--- config.mk ---
export PLATFORM = sky130hd
export DESIGN_NAME = mem_stage_ctrl
export DESIGN_NICKNAME = d
export VERILOG_FILES = /design/src/rtl/mem_stage_ctrl.sv
export SDC_FILE = /design/constraint.sdc
export NUM_CORES = 1
export LEC_CHECK = 0
export ABC_AREA = 0
export CAP_MARGIN = 20
export CORE_AREA = 2 2 159 161
export DETAILED_ROUTE_END_ITERATION = 10
export DIE_AREA = 0 0 161 163
export GPL_ROUTABILITY_DRIVEN = 0
export PLACE_DENSITY_LB_ADDON = 0.15
export SYNTH_ARGS = -nofsm -noshare
export SYNTH_HDL_FRONTEND = slang
export SYNTH_SLANG_ARGS = --single-unit
--- constraint.sdc ---
create_clock -name clk -period 3.21 [get_ports clk]
set_clock_uncertainty 0.15 [all_clocks]
set_input_delay 0.642 -clock clk [delete_from_list [all_inputs] [get_ports clk]]
set_output_delay 0.642 -clock clk [all_outputs]
set_load 0.01 [all_outputs]
--- src/rtl/mem_stage_ctrl.sv ---
// mem_stage_ctrl
//   Memory-stage controller on the consumer side of the EX/MEM register.
//   Loads and stores run a req/ack transaction to data memory while the
//   upstream pipeline is stalled. Everything else retires into the MEM/WB
//   fields with one cycle of latency.
//
// Ports
//   clk, reset           clock, asynchronous active-low reset
//   in_*                 latched EX/MEM fields (held stable while stall=1)
//   stall                combinational hold request to upstream
//   dmem_req/we/addr/    registered memory request; addr/wdata/we stay
//   dmem_wdata           latched for the whole transaction
//   dmem_ack/rdata       memory completion and read data
//   WB_*                 registered MEM/WB fields
//   err                  sticky flag, set when memory never acks
module mem_stage_ctrl #(
    parameter int DATA_W  = 64,
    parameter int ADDR_W  = 8,
    parameter int TIMEOUT = 16
) (
    input  logic              clk,
    input  logic              reset,
    input  logic              in_valid,
    input  logic              in_WRegEn,
    input  logic              in_WMemEn,
    input  logic              in_RMemEn,
    input  logic [DATA_W-1:0] in_R1out,
    input  logic [DATA_W-1:0] in_R2out,
    input  logic [4:0]        in_WReg1,
    input  logic [DATA_W-1:0] in_Z,
    output logic              stall,
    output logic              dmem_req,
    output logic              dmem_we,
    output logic [ADDR_W-1:0] dmem_addr,
    output logic [DATA_W-1:0] dmem_wdata,
    input  logic              dmem_ack,
    input  logic [DATA_W-1:0] dmem_rdata,
    output logic              WB_valid,
    output logic              WB_WRegEn,
    output logic [4:0]        WB_WReg1,
    output logic [DATA_W-1:0] WB_WData,
    output logic              err
);

    // Counter only has to reach TIMEOUT-1; it stops there, so it never wraps.
    localparam int CNT_W = (TIMEOUT > 1) ? $clog2(TIMEOUT) : 1;

    typedef enum logic {IDLE, BUSY} state_t;

    state_t             state_q, state_d;
    logic [CNT_W-1:0]   cnt_q, cnt_d;
    logic               req_q, req_d;
    logic               we_q, we_d;
    logic [ADDR_W-1:0]  addr_q, addr_d;
    logic [DATA_W-1:0]  wdata_q, wdata_d;
    logic               wb_valid_q, wb_valid_d;
    logic               wb_wregen_q, wb_wregen_d;
    logic [4:0]         wb_wreg1_q, wb_wreg1_d;
    logic [DATA_W-1:0]  wb_wdata_q, wb_wdata_d;
    logic               err_q, err_d;

    logic mem_op;
    logic busy;
    logic timeout_hit;
    logic unused_r1;

    // Operand 1 is carried for debug visibility only.
    assign unused_r1 = ^in_R1out;

    assign mem_op      = in_valid & (in_WMemEn | in_RMemEn);
    assign busy        = (state_q == BUSY);
    assign timeout_hit = busy & ~dmem_ack & (cnt_q == CNT_W'(TIMEOUT - 1));

    // Gated by reset so the hold request drops the moment reset asserts,
    // even with a memory op still sitting in EX/MEM.
    assign stall = reset & (((state_q == IDLE) & mem_op) |
                            (busy & ~dmem_ack & ~timeout_hit));

    always_comb begin
        state_d     = state_q;
        cnt_d       = cnt_q;
        req_d       = req_q;
        we_d        = we_q;
        addr_d      = addr_q;
        wdata_d     = wdata_q;
        wb_valid_d  = wb_valid_q;
        wb_wregen_d = wb_wregen_q;
        wb_wreg1_d  = wb_wreg1_q;
        wb_wdata_d  = wb_wdata_q;
        err_d       = err_q;

        if (state_q == IDLE) begin
            if (mem_op) begin
                // Store wins when both enables are set.
                addr_d      = in_Z[ADDR_W-1:0];
                wdata_d     = in_R2out;
                we_d        = in_WMemEn;
                cnt_d       = '0;
                req_d       = 1'b1;
                state_d     = BUSY;
                wb_valid_d  = 1'b0;
                // An empty MEM/WB slot must not carry a live write enable.
                wb_wregen_d = 1'b0;
            end else if (in_valid) begin
                wb_valid_d  = 1'b1;
                wb_wregen_d = in_WRegEn;
                wb_wreg1_d  = in_WReg1;
                wb_wdata_d  = in_Z;
            end else begin
                wb_valid_d  = 1'b0;
                wb_wregen_d = 1'b0;
            end
        end else begin
            if (dmem_ack) begin
                state_d     = IDLE;
                req_d       = 1'b0;
                wb_valid_d  = 1'b1;
                wb_wregen_d = in_WRegEn;
                wb_wreg1_d  = in_WReg1;
                wb_wdata_d  = we_q ? in_Z : dmem_rdata;
            end else if (timeout_hit) begin
                // Retire as a no-op so the pipeline keeps moving.
                err_d       = 1'b1;
                state_d     = IDLE;
                req_d       = 1'b0;
                wb_valid_d  = 1'b1;
                wb_wregen_d = 1'b0;
            end else begin
                cnt_d = cnt_q + 1'b1;
            end
        end
    end

    always_ff @(posedge clk or negedge reset) begin
        if (!reset) begin
            state_q     <= IDLE;
            cnt_q       <= '0;
            req_q       <= 1'b0;
            we_q        <= 1'b0;
            addr_q      <= '0;
            wdata_q     <= '0;
            wb_valid_q  <= 1'b0;
            wb_wregen_q <= 1'b0;
            wb_wreg1_q  <= '0;
            wb_wdata_q  <= '0;
            err_q       <= 1'b0;
        end else begin
            state_q     <= state_d;
            cnt_q       <= cnt_d;
            req_q       <= req_d;
            we_q        <= we_d;
            addr_q      <= addr_d;
            wdata_q     <= wdata_d;
            wb_valid_q  <= wb_valid_d;
            wb_wregen_q <= wb_wregen_d;
            wb_wreg1_q  <= wb_wreg1_d;
            wb_wdata_q  <= wb_wdata_d;
            err_q       <= err_d;
        end
    end

    assign dmem_req   = req_q;
    assign dmem_we    = we_q;
    assign dmem_addr  = addr_q;
    assign dmem_wdata = wdata_q;
    assign WB_valid   = wb_valid_q;
    assign WB_WRegEn  = wb_wregen_q;
    assign WB_WReg1   = wb_wreg1_q;
    assign WB_WData   = wb_wdata_q;
    assign err        = err_q;

endmodule

=== Yosys cells after proc, flatten, opt, wreduce, memory -nomap -nowiden ===
Index checks and enable logic that the tools add are counted.

* Mux-type cells: 30
* Equal/unequal tests: 6
* Bitwise operators: 11
* Add/subtract/negate cells: 1
* Reductions and logical operators: 7

{| class="wikitable"
|+ Operators by type and width
! kind !! number
|-
| $mux 64 || 5
|-
| $mux 5 || 4
|-
| $mux 1 || 17
|-
| $mux 4 || 4
|-
| $reduce_and 3->1 || 3
|-
| $ne 2x2->1 const B || 4
|-
| $and 1x1->1 || 6
|-
| $add 4x1->4 const B || 1
|-
| $eq 4x4->1 const B || 1
|-
| $reduce_and 2->1 || 2
|-
| $reduce_bool 2->1 || 2
|-
| $ne 3x2->1 const B || 1
|-
| $not 1->1 || 3
|-
| $or 1x1->1 || 2
|}

* Output and inout port bits: 147
* Register bits after elaboration: 151
* Bits of input ports: 268
* Word-level logic and storage cells: 66

=== Logic depth before layout (Yosys ltp) ===
* Depth in word-level cells: 7
* Gate-level depth with buffers: 5
* Depth with buffers taken out: 4

=== Worst setup path after synthesis ===
OpenSTA, ideal clock, no wires.

* Kind: register -> output
* Start: register cnt_q[0]
* End: output stall
* Slack: 1.171 ns
* Data required time: 2.418 ns
* Path buffers: 0
* Data arrival time: 1.247 ns
* Cell stages (with the launch flop): 5
* Path through: dfrtp_1 > ha_1 > and3_1 > o22ai_1 > and2_1

* Cells in the longest elaborated chain, start to end: 6

{| class="wikitable"
|+ Ends and longest elaborated chain
! item !! line !! text
|-
| start, declared || 51 || <nowiki>logic [CNT_W-1:0] cnt_q, cnt_d;</nowiki>
|-
| start signal, assigned || 149 || <nowiki>cnt_q <= cnt_d;</nowiki>
|-
| $eq 4x4->1 || 72 || <nowiki>assign timeout_hit = busy & ~dmem_ack & (cnt_q == CNT_W'(TIMEOUT - 1));</nowiki>
|-
| $and 1x1->1 || 72 ||
|-
| $not 1->1 || 77 || <nowiki>(busy & ~dmem_ack & ~timeout_hit));</nowiki>
|-
| $and 1x1->1 || 77 ||
|-
| $or 1x1->1 || 76 || <nowiki>assign stall = reset & (((state_q == IDLE) & mem_op) |</nowiki>
|-
| $and 1x1->1 || 76 ||
|-
| end, declared || 31 || <nowiki>output logic stall,</nowiki>
|}

Every way passes these cells.

=== Worst setup path after layout ===
Ends and elaborated chain as after synthesis.

==> metrics.txt <==
clock power share=25.7%; via count=4788; die area=26200 um2; Worst Setup SP=cnt_q[0]$_DFFE_PN0P_; Distinct cells, synth=27; Post-DRT Antenna Nets=0; Max Clock Freq=0.326 GHz; DRT Pass-1 Iters=4; R2R Setup Slk=1.06 ns; 1st-iter DRT viols=124; Starting Density=28.2%; Placed Cells=1081; routed length per placed instance=17.4 um; Gate power share=38.2%; critical path endpoint=stall; vias in the first global route=5361; Routed WL=19400 um; CTS Sinks=151; commonest non-fill, non-tap cell in the layout=clkdlybuf4s50_1; Async S/R FF share, synth=100%; Syn Nets=681; synthesized area per cell=16.9 um2; total CTS buffers=17; final hold vios=0; status=complete, no violations; Setup Fix Bufs, Post-CTS=0; CP Class=reg2out; Slew Viols, Final=0; most frequent cells in the layout=349 x clkdlybuf4s50_1, 151 x dfrtp_1, 120 x mux2_4; clk buf depth=2; Clock Latency Late Sink=0.41 ns; DIE WIDTH=161 um; Data arrival, critical path=2.28 ns; initial antenna violation count=0; H-tree Lvls=4; Nets=1039; fillcell total=2190; Setup TNS=0 ns; core area=24700 um2; Post-synth EDFFs=0; VDD IR-drop max=0.317 mV; clock-pin slew on the worst setup and hold paths=0.07 ns; via/cell ratio=4.30; net switching power=2.16 mW; Post-route DRC=0; min cycle time layout=3.07 ns; Int Pwr=5.47 mW; CTS Hold Bufs=0; Switching Share=28.3%; Tot Pwr=7.63 mW; synthesized cell area=6950 um2; unrepaired setup endpoints after global routing=false; GRT Total Usage=14.7%; Seq/Total Area, Yosys=54.3%; Congestion Overflow GR=0; Vert. Die Dim=163 um; Setup-failing EPs final=0; Syn Inst Count=412; fin worst setup slack=0.140 ns; HP Class=in2async; Slew Limit Headroom=44.0%; Buffers on Ports=350; register bit total from synthesis=151; Startpoint Class=flop; Critical Path Fanout Max=4; Post-synth top flop=dfrtp_1; # IOs=415; WP data required=2.42 ns; pre-CTS WS=0.178 ns; maxcap violations=0; Final period util=95.6%; antenna cells=0; Syn. warnings=0; Flop pwr share=36.2%; TritonCTS clock tree=done; reg2reg start=busy$_DFF_PN0_; Rows=58; largest net degree at the start of global routing=152; Non-Filler Instances=1113; RR Endpoint=WB_WData[25]$_DFFE_PN0P_; crit end category=output port; Static Leak=4.94 nW; DP Wirelength=14400 um; Power Dens Cells=667 nW/um2; Worst Reg-to-Reg Cells=4; clock root buffer=clkbuf_16; Slew @ Worst Pin=0.840 ns; Syn-to-layout area delta=64.6%; ratio of cells with drive above 1 in the final layout=29.0%; first-pass GRT wire length=29800 um
## metrics by stage
step	hold slack (ns)	area [um2]	util (%)
after global routing	0.285	11400	46.4
after floorplan	0.196	6950	-
after detailed placement	0.307	10900	44.0
after global placement	0.295	10900	44.0
after CTS	0.275	11400	46.4
final	0.234	11400	46.4
## cell families (layout without fill, tap and decap cells)
logic type	count (synthesis)	count (layout)	share of synthesized area, %
compound gates	12	12	1.30
fa+ha+maj	1	1	0.180
buf+inv	22	393	2.72
flops	151	151	54.3
mux	208	208	40.1
simple gates	18	18	1.31
## final cells by class
type | instances | area (um2) | area share [%]
timing repair buffer | 361 | 3660 | 32.0
multi-input combinational | 239 | 3020 | 26.3
clock inverter | 14 | 139 | 1.21
tap | 330 | 413 | 3.61
clock buffer | 18 | 439 | 3.84
sequential | 151 | 3780 | 33.0
## per-layer routing
metal	vias to the layer above	track usage, %	routed length (um)
li1	2200	-	-
met1	2391	16.1	7270
met2	171	26.7	10500
met3	26	4.15	1140
met4	0	6.37	505
met5	-	0	0
## how the worst min path moves through the flow
stage | endpoint | slack (ns)
final | dmem_wdata[59]$_DFFE_PN0P_ | 0.23
after global placement | err$_DFFE_PN0P_ | 0.30
after detailed placement | err$_DFFE_PN0P_ | 0.31
after floorplan | WB_WData[0]$_DFFE_PN0P_ | 0.20
after global routing | dmem_wdata[59]$_DFFE_PN0P_ | 0.29
after CTS | dmem_wdata[16]$_DFFE_PN0P_ | 0.27
## timing repair
| item | in CTS | in global routing |
|---|---|---|
| gates resized for setup | 0 | 1 |
| setup endpoints to repair | 0 | 1 |
| endpoints found under the hold margin | 0 | 0 |
## worst max-delay path, cell delays in order (launching register included)
cell	delay, ns
dfrtp_1	0.43
ha_1	0.26
and3_1	0.25
o22ai_2	0.22
and2_1	0.15
clkdlybuf4s50_1	0.57
## synthesized netlist by cell type (2+ instances only)
cell	instances	area (um2)
mux2_2	58	653
buf_2	4	20.0
o21ai_0	2	10.0
nor2_1	5	18.8
buf_6	9	101
nand3_1	3	15.0
nor3_1	2	10.0
nand2b_1	3	18.8
nor2b_1	2	12.5
mux2_1	29	327
mux2_4	120	1800
a22o_1	2	17.5
dfrtp_1	151	3780
buf_4	9	67.6
## registers in the layout, indices dropped and copies added, names as in the netlist
| name | cells |
|---|---|
| WB_WData | 64 |
| dmem_wdata | 64 |
| dmem_addr | 8 |
| WB_WReg1 | 5 |
| cnt_q | 4 |
| WB_WRegEn | 1 |
| WB_valid | 1 |
| busy | 1 |
| dmem_req | 1 |
| dmem_we | 1 |
| err | 1 |
## power by group through the flow
stage	clock network, mW	logic, mW	registers [mW]
finish	1.96	2.91	2.76
global route	2.14	3.08	2.83
CTS	2.05	2.96	2.77
detailed placement	0	2.95	2.79
global placement	0	2.93	2.77
floorplan	0	1.07	3.02
Note: power is estimated with default switching activity, not from simulation.
